### src/rtl/scaler_phase_gen.sv
// ---------------------------------------------------------------------------
// scaler_phase_gen
//
// Purpose: phase/coefficient generator for a 1-D image scaler. For every
// output pixel of a line it produces the integer source position, the number
// of source pixels advanced since the previous output pixel, and a pair of
// interpolation weights (linear or nearest-neighbour). Beats are offered on a
// valid/ready handshake, one per cycle while the consumer is ready.
//
// Ports:
//   clk         in   single clock, rising edge
//   rst_n       in   asynchronous active-low reset
//   start       in   one-cycle pulse that begins a line (ignored while running)
//   mode_nn     in   1 = nearest-neighbour, 0 = linear (sampled at start)
//   scale_step  in   phase increment per output pixel (sampled at start)
//   phase_init  in   initial fractional phase (sampled at start)
//   out_count   in   output pixels per line (sampled at start)
//   m_ready     in   downstream accept
//   m_valid     out  beat valid
//   coe0        out  weight of source pixel src_idx
//   coe1        out  weight of source pixel src_idx+1
//   src_idx     out  integer source position
//   src_adv     out  source pixels advanced since the previous beat
//   last        out  final beat of the line
//   busy        out  line in progress
//   done        out  one-cycle pulse after the last beat is accepted
// ---------------------------------------------------------------------------
module scaler_phase_gen #(
  parameter int STEP        = 4096,
  parameter int COE_WIDTH   = 10,
  parameter int SCALE_WIDTH = 16,
  parameter int CNT_WIDTH   = 12,
  localparam int FW         = $clog2(STEP)
) (
  input  logic                   clk,
  input  logic                   rst_n,
  input  logic                   start,
  input  logic                   mode_nn,
  input  logic [SCALE_WIDTH-1:0] scale_step,
  input  logic [FW-1:0]          phase_init,
  input  logic [CNT_WIDTH-1:0]   out_count,
  input  logic                   m_ready,
  output logic                   m_valid,
  output logic [COE_WIDTH-1:0]   coe0,
  output logic [COE_WIDTH-1:0]   coe1,
  output logic [CNT_WIDTH-1:0]   src_idx,
  output logic [CNT_WIDTH-1:0]   src_adv,
  output logic                   last,
  output logic                   busy,
  output logic                   done
);

  // Phase accumulator width: integer source position above FW fraction bits.
  localparam int PW    = CNT_WIDTH + FW;
  // Right shift that maps an FW-bit fraction onto the COE_WIDTH-1 bit weight.
  localparam int SHIFT = FW - COE_WIDTH + 1;
  localparam logic [COE_WIDTH-1:0] ONE = {1'b1, {(COE_WIDTH-1){1'b0}}};

  typedef enum logic {
    IDLE = 1'b0,
    RUN  = 1'b1
  } state_t;

  state_t                 state_q, state_d;
  logic [PW-1:0]          phase_q, phase_d;
  logic [SCALE_WIDTH-1:0] step_q, step_d;
  logic                   mode_q, mode_d;
  logic [CNT_WIDTH-1:0]   rem_q, rem_d;      // beats still to come after the current one
  logic                   m_valid_q, m_valid_d;
  logic [COE_WIDTH-1:0]   coe0_q, coe0_d;
  logic [COE_WIDTH-1:0]   coe1_q, coe1_d;
  logic [CNT_WIDTH-1:0]   src_idx_q, src_idx_d;
  logic [CNT_WIDTH-1:0]   src_adv_q, src_adv_d;
  logic                   last_q, last_d;
  logic                   busy_q, busy_d;
  logic                   done_q, done_d;

  // Beat-generation datapath, shared by the first beat (loaded from the start
  // inputs) and every following beat (accumulator plus registered step).
  logic                   start_ok;
  logic                   accept;
  logic [PW-1:0]          load_phase;
  logic                   nn_sel;
  logic [CNT_WIDTH-1:0]   idx_new;
  logic [FW-1:0]          frac_new;
  logic [COE_WIDTH-1:0]   coe1_new;
  logic [CNT_WIDTH-1:0]   adv_new;

  // Weight applied to the right-hand source pixel for fraction f.
  function automatic logic [COE_WIDTH-1:0] coe1_of(input logic [FW-1:0] f,
                                                   input logic          nn);
    logic [COE_WIDTH+FW-1:0] ext;
    ext = {{COE_WIDTH{1'b0}}, f} >> SHIFT;
    if (nn) begin
      // STEP is a power of two, so f >= STEP/2 is exactly the fraction MSB.
      return f[FW-1] ? ONE : '0;
    end
    return ext[COE_WIDTH-1:0];
  endfunction

  always_comb begin
    start_ok   = start && (state_q == IDLE);
    accept     = m_valid_q && m_ready;
    load_phase = start_ok ? {{CNT_WIDTH{1'b0}}, phase_init}
                          : phase_q + PW'(step_q);
    nn_sel     = start_ok ? mode_nn : mode_q;
    idx_new    = load_phase[PW-1:FW];
    frac_new   = load_phase[FW-1:0];
    coe1_new   = coe1_of(frac_new, nn_sel);
    // The first beat reports its absolute position; later beats the delta,
    // which wraps naturally in CNT_WIDTH bits.
    adv_new    = start_ok ? idx_new : idx_new - src_idx_q;
  end

  // Next-state and output logic.
  always_comb begin
    state_d   = state_q;
    phase_d   = phase_q;
    step_d    = step_q;
    mode_d    = mode_q;
    rem_d     = rem_q;
    m_valid_d = m_valid_q;
    coe0_d    = coe0_q;
    coe1_d    = coe1_q;
    src_idx_d = src_idx_q;
    src_adv_d = src_adv_q;
    last_d    = last_q;
    busy_d    = busy_q;
    done_d    = 1'b0;

    unique case (state_q)
      IDLE: begin
        if (start_ok) begin
          step_d  = scale_step;
          mode_d  = mode_nn;
          phase_d = load_phase;
          if (out_count != '0) begin
            state_d   = RUN;
            m_valid_d = 1'b1;
            busy_d    = 1'b1;
            src_idx_d = idx_new;
            src_adv_d = adv_new;
            coe1_d    = coe1_new;
            coe0_d    = ONE - coe1_new;
            rem_d     = out_count - CNT_WIDTH'(1);
            last_d    = (out_count == CNT_WIDTH'(1));
          end else begin
            // Empty line: nothing to emit, just report completion.
            done_d = 1'b1;
          end
        end
      end

      RUN: begin
        if (accept) begin
          if (last_q) begin
            state_d   = IDLE;
            m_valid_d = 1'b0;
            last_d    = 1'b0;
            busy_d    = 1'b0;
            done_d    = 1'b1;
          end else begin
            phase_d   = load_phase;
            src_idx_d = idx_new;
            src_adv_d = adv_new;
            coe1_d    = coe1_new;
            coe0_d    = ONE - coe1_new;
            rem_d     = rem_q - CNT_WIDTH'(1);
            last_d    = (rem_q == CNT_WIDTH'(1));
          end
        end
      end

      default: state_d = IDLE;
    endcase
  end

  always_ff @(posedge clk or negedge rst_n) begin
    if (!rst_n) begin
      state_q   <= IDLE;
      phase_q   <= '0;
      step_q    <= '0;
      mode_q    <= 1'b0;
      rem_q     <= '0;
      m_valid_q <= 1'b0;
      coe0_q    <= '0;
      coe1_q    <= '0;
      src_idx_q <= '0;
      src_adv_q <= '0;
      last_q    <= 1'b0;
      busy_q    <= 1'b0;
      done_q    <= 1'b0;
    end else begin
      state_q   <= state_d;
      phase_q   <= phase_d;
      step_q    <= step_d;
      mode_q    <= mode_d;
      rem_q     <= rem_d;
      m_valid_q <= m_valid_d;
      coe0_q    <= coe0_d;
      coe1_q    <= coe1_d;
      src_idx_q <= src_idx_d;
      src_adv_q <= src_adv_d;
      last_q    <= last_d;
      busy_q    <= busy_d;
      done_q    <= done_d;
    end
  end

  assign m_valid = m_valid_q;
  assign coe0    = coe0_q;
  assign coe1    = coe1_q;
  assign src_idx = src_idx_q;
  assign src_adv = src_adv_q;
  assign last    = last_q;
  assign busy    = busy_q;
  assign done    = done_q;

endmodule

### config.mk
export PLATFORM = sky130hd
export DESIGN_NAME = scaler_phase_gen
export DESIGN_NICKNAME = d
export VERILOG_FILES = /design/src/rtl/scaler_phase_gen.sv
export SDC_FILE = /design/constraint.sdc
export NUM_CORES = 1
export LEC_CHECK = 0
export CAP_MARGIN = 40
export CORE_ASPECT_RATIO = 0.75
export CORE_MARGIN = 3
export CORE_UTILIZATION = 30
export DETAILED_ROUTE_END_ITERATION = 6
export PLACE_DENSITY = 0.47
export REMOVE_ABC_BUFFERS = 1
export SYNTH_ARGS = -nofsm -noshare
export SYNTH_HDL_FRONTEND = slang
export SYNTH_SLANG_ARGS = --single-unit
### constraint.sdc
create_clock -name clk -period 7.83 [get_ports clk]
set_input_delay 0.783 -clock clk [delete_from_list [all_inputs] [get_ports clk]]
set_output_delay 0.783 -clock clk [all_outputs]
set_load 0.01 [all_outputs]
# Word level (Yosys, flattened, before mapping)

Index checks and enable logic that the tools add are counted.

Input bits: 45
Word-level logic and storage cells: 89
Register bits after elaboration: 101
Output and inout bits: 48

Multiplexer cells: 56
Bitwise gates (word level): 1
Add/subtract/negate cells: 5
Equality and inequality tests: 7
Reduce and logical (&&, ||, !) cells: 8

Operators with widths:

| kind                   | count |
|---|---|
| $mux 12                | 13 |
| $mux 10                | 11 |
| $mux 24                | 4 |
| $pmux 12 s2            | 3 |
| $pmux 24 s2            | 1 |
| $pmux 10 s2            | 2 |
| $add 24x16->24         | 1 |
| $eq 12x1->1 const B    | 2 |
| $sub 12x1->12 const B  | 2 |
| $mux 1                 | 18 |
| $reduce_bool 12->1     | 1 |
| $sub 12x12->12         | 1 |
| $sub 10x10->10 const A | 1 |
| $pmux 1 s2             | 4 |
| $reduce_and 4->1       | 2 |
| $ne 2x1->1 const B     | 3 |
| $reduce_and 3->1       | 2 |
| $ne 2x2->1 const B     | 2 |
| $logic_and 1x1->1      | 2 |
| $reduce_and 2->1       | 1 |
| $not 1->1              | 1 |

# Longest topological paths before layout

Gate-level depths: netlist of run 1.

Depth after elaboration: 10
Gate-level depth with buffers: 19
Gate-level depth less buffers: 19

# Worst setup path before layout of run 1

No wires, ideal clock.

Path type: register to register
Start point: register phase_q[0]
End point: register src_adv_q[11] (netlist: src_adv[11])
Stages on the path, launching flop included: 19
Buffers on the path: 1
Period minus slack after synthesis: 4038 ps
Setup time: 87 ps
Slack: 3792 ps
Data required time: 7743 ps
Arrival time: 3951 ps
Path through: dfrtp_1 ha_1 fa_1 a211oi_2 o21ai_0 a2111oi_2 o31ai_1 o211a_1 buf_2 a31o_2 a21oi_1 ha_1 and3_1 o211ai_1 nand4_1 o211ai_1 xor2_1 or2_2 o211ai_1

Word-level cells in the longest chain between the ends: 7
Elaborated cells on any way between the ends: 9
Those cells by class: add/sub (2); mux (7)

RTL lines:

| element                           | line     | RTL |
|---|---|---|
| from (decl)                       | 65       | `logic [PW-1:0] phase_q, phase_d;` |
| from (signal assigned)            | 195      | `phase_q <= phase_d;` |
| $add 24x16->24 *                  | 105      | `: phase_q + PW'(step_q);` |
| $mux 24 *                         | 104      | `load_phase = start_ok ? {{CNT_WIDTH{1'b0}}, phase_init}` |
| named net load_phase[20]          | 82       | `logic [PW-1:0] load_phase;` |
| $sub 12x12->12 *                  | 112      | `adv_new = start_ok ? idx_new : idx_new - src_idx_q;` |
| $mux 12 *                         | 112      |  |
| $mux 12, on equally long branches | 156, 137 |  |
| $mux 12, on equally long branches | 155, 133 |  |
| $pmux 12 s2 *                     | 131      | `unique case (state_q)` |
| to (signal assigned)              | 203      | `src_adv_q <= src_adv_d;` |
| to (decl)                         | 73       | `logic [CNT_WIDTH-1:0] src_adv_q, src_adv_d;` |

The timed path passes the listed nets; every way through them passes the cells marked *. The select of a mux whose other input is x is not followed.
A chain may end at the register's enable or synchronous reset.

# Final worst setup path of run 1

Same ends and word-level chain as after synthesis.

==> results of run 1 <==
-- logic make-up (layout without fill, tap and decap cells) --
logic type | Yosys count | in the layout | synth area share [%]
flops | 100 | 100 | 41.0
fa+ha+maj | 35 | 35 | 7.41
buf+inv | 61 | 144 | 4.07
compound gates | 188 | 188 | 20.8
mux | 4 | 4 | 0.696
simple gates | 277 | 277 | 20.7
xor+xnor | 38 | 38 | 5.45
-- stage by stage --
step           util, %  setup slack [ns]  cell area (um2)
2_1_floorplan        -              3.03             5960
3_3_place_gp      36.9              3.41             7260
3_5_place_dp      37.1              3.36             7290
4_1_cts           38.6              3.32             7580
5_1_grt           38.6              2.92             7580
6_report          38.6              3.34             7580
-- final cells by class --
cell class              instances  area, um2  share of cell area, %
multi-input cells             542       3370                   44.4
clock inverters                 7       65.1                  0.858
repair buffers                101       1000                   13.2
clock buffers                   9        225                   2.97
flip-flops and latches        100       2500                   33.0
well taps                     253        317                   4.17
inverters                      27        101                   1.34
-- worst reg2reg max path, stage by stage, from the launching register on --
cell and delay, ns:
dfrtp_1 0.38, ha_1 0.24, fa_1 0.45, a211oi_2 0.30, o21ai_0 0.20, a2111oi_2 0.39, o31ai_1 0.20, o211a_1 0.35
a31o_2 0.28, a21oi_1 0.18, ha_1 0.32, and3_1 0.21, o211ai_1 0.11, nand4_1 0.13, o211ai_1 0.13, xor2_1 0.11
or2_2 0.28, o211ai_1 0.16
-- metal layers --
metal	up-vias	GRT usage (%)
met5	-	0
met4	0	3.72
met3	14	2.87
met2	105	22.9
met1	2540	23.5
li1	2646	-
-- worst min-delay path by stage --
| stage | slack [ns] | cells after the start | end |
|---|---|---|---|
| detailed placement | 0.47 | 2 | coe0[1] |
| floorplan | 0.45 | 2 | step_q[0] |
| global route | 0.39 | 1 | coe0[5] |
| CTS | 0.38 | 1 | coe0[5] |
| global placement | 0.46 | 2 | coe0[2] |
| finish | 0.37 | 1 | coe0[5] |
-- power by group through the flow --
| stage | logic, uW | clock network (uW) | registers [uW] |
|---|---|---|---|
| floorplan | 1600 | 0 | 886 |
| global placement | 2310 | 0 | 888 |
| detailed placement | 2340 | 0 | 893 |
| CTS | 2350 | 468 | 885 |
| global route | 2620 | 486 | 911 |
| finish | 2330 | 447 | 883 |
-- cell usage after synthesis (3+ instances only) --
master	count	share of area, %
a22oi_1	4	0.49
o31a_1	4	0.57
nor4_1	6	0.61
a211oi_1	5	0.61
inv_1	27	1.7
a21boi_0	3	0.37
a31o_2	4	0.57
and2_1	6	0.61
nor2b_1	4	0.41
nor3_1	11	0.90
a21oi_1	33	2.7
o21ai_0	51	4.2
nor3b_1	5	0.61
nand2b_1	4	0.41
or2_2	3	0.31
ha_1	33	6.8
o22ai_1	14	1.4
nand2_1	142	8.7
a21o_1	9	1.1
buf_2	4	0.33
dfrtp_1	100	41
and3_1	6	0.61
nand3_1	16	1.3
o21bai_1	5	0.61
o21a_1	4	0.49
a22o_1	6	0.86
a31oi_1	13	1.3
o211ai_1	3	0.37
xnor2_1	22	3.2
nand4_1	9	0.92
xor2_1	16	2.3
nor2_1	48	2.9
o31ai_1	9	1.1
clkbuf_1	26	1.6
or3_1	5	0.51
-- sequential cells by signal (all words and copies together) (netlist names) --
register and count:
src_adv 12, done 1, coe0 10, last 1, mode_q 1, coe1 9, phase_q 24, rem_q 12
src_idx 12, busy 1, step_q 16, state_q 1
==> flow_summary.ini, run 1 <==
[outcome]
status = completed

[drt]
m1WireLength_um = 8640
wl_met2_um = 7050
ant_nets = 0
via_count = 5305
drt_iter0_drc = 275
drt_wl_total_um = 16700
viasPerCell = 5.11
wl_per_cell_um = 16.1
drt_pre_antenna_iters = 4
drc = 0
wl_met3_um = 774
top_layer_used = met4

[sta]
fmax_ghz = 0.223
finalMaxSlewViolations = 0
hold_violations = 0
relSlewSlack_pct = 44.5
tns_ns = 0
hold-worst-slack_ns = 0.367
skew_ns = 0.00855
period_share_pct = 57.4
finalSetupViolCount = 0
rsz0062_at_grt = false
min_period_ns = 4.49
worstMarginPinSlew_ns = 0.822

[clock_tree]
clock-root-buffer = clkbuf_16
tritoncts = built
clkSinkCount = 100
numCtsBuffers = 9
postCtsHoldBufs = 0
clkTransAtPathRegs_ns = 0.08
postCtsSetupBuffers = 0
cts_buffer_depth = 2
htreeDepth = 3
worstSkewPairLatency_ns = 0.36
cts_resized = 0

[worst_setup_path]
crit_required_ns = 8.10
cp_common_cell = o211ai_1
worstSetupStartpointType = register
cp-end-kind = register
reg2reg_depth = 17
crit_chain = ha_1 -> fa_1 -> a211oi_2 -> o21ai_0 -> a2111oi_2 -> o31ai_1 -> o211a_1 -> a31o_2 -> a21oi_1 -> ha_1 -> and3_1 -> o211ai_1 -> nand4_1 -> o211ai_1 -> xor2_1 -> or2_2 -> o211ai_1
endpoint = src_adv[11]
cp-startpoint = phase_q[0]
cp.arrival_ns = 4.76
setup.worst_path.class = register to register
slowest_delay_ns = 0.45
reg2reg_slack_ns = 3.34
cp_num_buf_inv = 0
r2r-end = src_adv[11]
path_depth = 17
cpMaxStageDelayCell = fa_1
crit_family = compound AO/OA/AOI/OAI gates
cp_max_fo = 8
r2r_start = phase_q[0]

[global_routing]
grt_max_degree = 58
grt_pass1_wl_um = 27300
grt_usage_pct = 15.5
antenna_found_initial = 0
first_global_vias = 5112
globalRouteOverflowTotal = 0

[pwr]
power_density_nw_per_um2 = 483
p_leak_uw = 0.00328
peakVddDrop_uv = 190
finalPower_uw = 3660
switching_share_pct = 46.6
p_int_uw = 1960
combPwrFrac_pct = 63.7
power_switching_uw = 1710
power_frac_clock_pct = 12.2
seqPwrFrac_pct = 24.1

[synthesis]
ys_ff_latch = 100
seq_area_frac_synth_pct = 41.0
yosysWarnings = 0
synth.avg_cell_area_um2 = 8.69
synth_area_um2 = 6110
synth_edf_count = 0
ys.flop_type = dfrtp_1
ys_types = 72
synth-async-reset-ratio_pct = 100
netlist_instances = 703

[finish]
drive_gt1_share_pct = 6.36
layout.cells.non_filler = 1039
num_antenna_cells = 0
area_growth_pct = 24.1
fill_cells = 1965
layout_common_cells = 141 x nand2_1, 100 x dfrtp_1, 91 x clkdlybuf4s50_1
nets = 861
final_common_cell = nand2_1

[floorplan]
num_io_pins = 93
die_w_um = 171
chipHeight_um = 130
initial_core_util_pct = 31.1
rows = 44
fp.coreArea_um2 = 19700
die_area_um2 = 22100

[place]
place_inst = 1022
gp_congestion = 0.827
hpwlAfterDp_um = 12200
io_buffers = 92

[worst_hold_path]
hp-class = primary input to async pin

[flow_run]
cap_violations = 0
Power figures use the tool's default switching activity.
==> run 2, diff against run 1 <==
clock period = 4.37 ns   (was 7.83 ns; I/O delays follow)
==> flow_summary.ini, run 2 (synthesis gave the netlist of run 1 again) <==
[worst_setup_path]
cp_max_fo = 3
crit_chain = ha_1 -> fa_2 -> a211oi_4 -> o21ai_2 -> a2111oi_4 -> nor2_1 -> xnor2_1 -> nand2_1 -> ha_2 -> inv_1 -> fa_2 -> a21o_1 -> a21oi_2 -> o21bai_1 -> a21oi_2 -> o21bai_1 -> a31oi_1 -> mux2i_1 -> nand3_1
cp-end-kind = register
reg2reg_depth = 19
crit_family = compound AO/OA/AOI/OAI gates
slowest_delay_ns = 0.39
r2r_start = phase_q[0]
worstSetupStartpointType = register
setup.worst_path.class = register to register
cp_num_buf_inv = 1
reg2reg_slack_ns = 0.27
cp.arrival_ns = 4.33
r2r-end = src_adv[10]
crit_required_ns = 4.60
cpMaxStageDelayCell = fa_2

[finish]
drive_gt1_share_pct = 8.67
fill_cells = 1937
reg.largest.list = phase_q (24), step_q (16)
layout_common_cells = 141 x nand2_1, 100 x dfrtp_1, 91 x clkdlybuf4s50_1
top_register = phase_q
layout.cells.non_filler = 1049
area_growth_pct = 28.3
nets = 872
largest_reg_flops = 24
num_antenna_cells = 0
final_common_cell = nand2_1
design_area_um2 = 7840
post-route-util_pct = 39.9

[global_routing]
busiest_layer = met1
antenna_found_initial = 0
use_met2_pct = 22.6
globalRouteOverflowTotal = 0
first_global_vias = 5093
grt_usage_pct = 15.6
grt_pass1_wl_um = 27500
grtUsageMet1_pct = 24.0
grt_max_degree = 51
grt_use_met3_pct = 2.87

[clock_tree]
cts_buffer_depth = 2
clock-root-buffer = clkbuf_16
clkTransAtPathRegs_ns = 0.07
tritoncts = built
worstSkewPairLatency_ns = 0.35
htreeDepth = 3
clkSinkCount = 100
numCtsBuffers = 9
postCtsHoldBufs = 0

[floorplan]
num_io_pins = 93
rows = 44
initial_core_util_pct = 31.1
fp.coreArea_um2 = 19700
die_area_um2 = 22100
die_w_um = 171
chipHeight_um = 130

[pwr]
power_switching_uw = 3130
p_leak_uw = 0.00339
p_int_uw = 3940
peakVddDrop_uv = 304
combPwrFrac_pct = 62.9
switching_share_pct = 44.3
power_density_nw_per_um2 = 902
seqPwrFrac_pct = 22.4
power_frac_clock_pct = 14.7

[drt]
viasPerCell = 5.08
drc = 0
drt_wl_total_um = 17100
drt_pre_antenna_iters = 5
ant_nets = 0
wl_per_cell_um = 16.3
drt_iter0_drc = 323
via_count = 5331

[sta]
hold_violations = 0
finalSetupViolCount = 0
skew_ns = 0.00786
rsz0062_at_grt = false
relSlewSlack_pct = 38.8
finalMaxSlewViolations = 0
period_share_pct = 93.9
min_period_ns = 4.10
fmax_ghz = 0.244
worstMarginPinSlew_ns = 0.909

[outcome]
status = completed

[flow_run]
cap_violations = 0

[worst_hold_path]
hp-class = primary input to async pin

[place]
placed_cell_area_um2 = 7400
gp_congestion = 0.865
place_inst = 1033
hpwlAfterDp_um = 12600
io_buffers = 92
run 2: how the worst max path moves through the flow:
stage,startpoint,end,cells past startpoint
finish,phase_q[0],src_adv[10],19
global route,phase_q[0],src_adv[11],18
CTS,phase_q[0],src_adv[10],19
detailed placement,phase_q[0],src_adv[10],19
global placement,phase_q[0],src_adv[10],19
floorplan,state_q,rem_q[7],7
run 2: cell type report:
type	instances	area, um2	share of cell area (%)
tap	253	317	4.04
timing repair buffer	112	1110	14.2
sequential	100	2500	31.9
inverter	27	101	1.29
clock buffer	9	225	2.87
clock inverter	6	159	2.03
multi-input combinational	542	3420	43.6
run 2: metrics by stage:
| stage | total power (uW) | worst slack (ns) | hold slack (ns) | setup TNS (ns) |
|---|---|---|---|---|
| floorplan | 4450 | -0.253 | 0.141 | -2.21 |
| global placement | 5860 | 0.0370 | 0.460 | 0 |
| detailed placement | 5910 | -0.0349 | 0.390 | -0.0349 |
| CTS | 7060 | 0.0149 | 0.0106 | 0 |
| global route | 7690 | 0.00108 | 0.0155 | 0 |
| finish | 7070 | 0.268 | 0.00899 | 0 |
run 2: repair_timing:
item	CTS	global route
buffers inserted	0	1
hold endpoints to repair	0	0
pin swaps	5	8
resized for setup	6	9
endpoints found under the setup margin	3	3
run 2: layer usage:
layer / wire length, um / up-vias
met1: 8920 / 2555
met2: 7300 / 108
met5: 0 / -
met4: 157 / 0
met3: 691 / 11
li1: - / 2657
run 2: power groups by stage:
stage | logic [uW] | clock network (uW) | registers, uW
2_1_floorplan | 2860 | 0 | 1590
4_1_cts | 4400 | 1070 | 1580
5_1_grt | 4950 | 1110 | 1630
6_report | 4450 | 1040 | 1580
3_3_place_gp | 4270 | 0 | 1590
3_5_place_dp | 4310 | 0 | 1600
run 2: worst register-to-register path, delay by kind of cell, from the launching register on:
family                   cells  cell delay, ns
AO/OA/AOI/OAI                9            1.69
XOR/XNOR                     1            0.16
adder cells (fa/ha/maj)      4            1.18
buffers and inverters        1            0.06
flip-flops                   1            0.38
multiplexers                 1            0.22
AND/OR/NAND/NOR              3            0.30
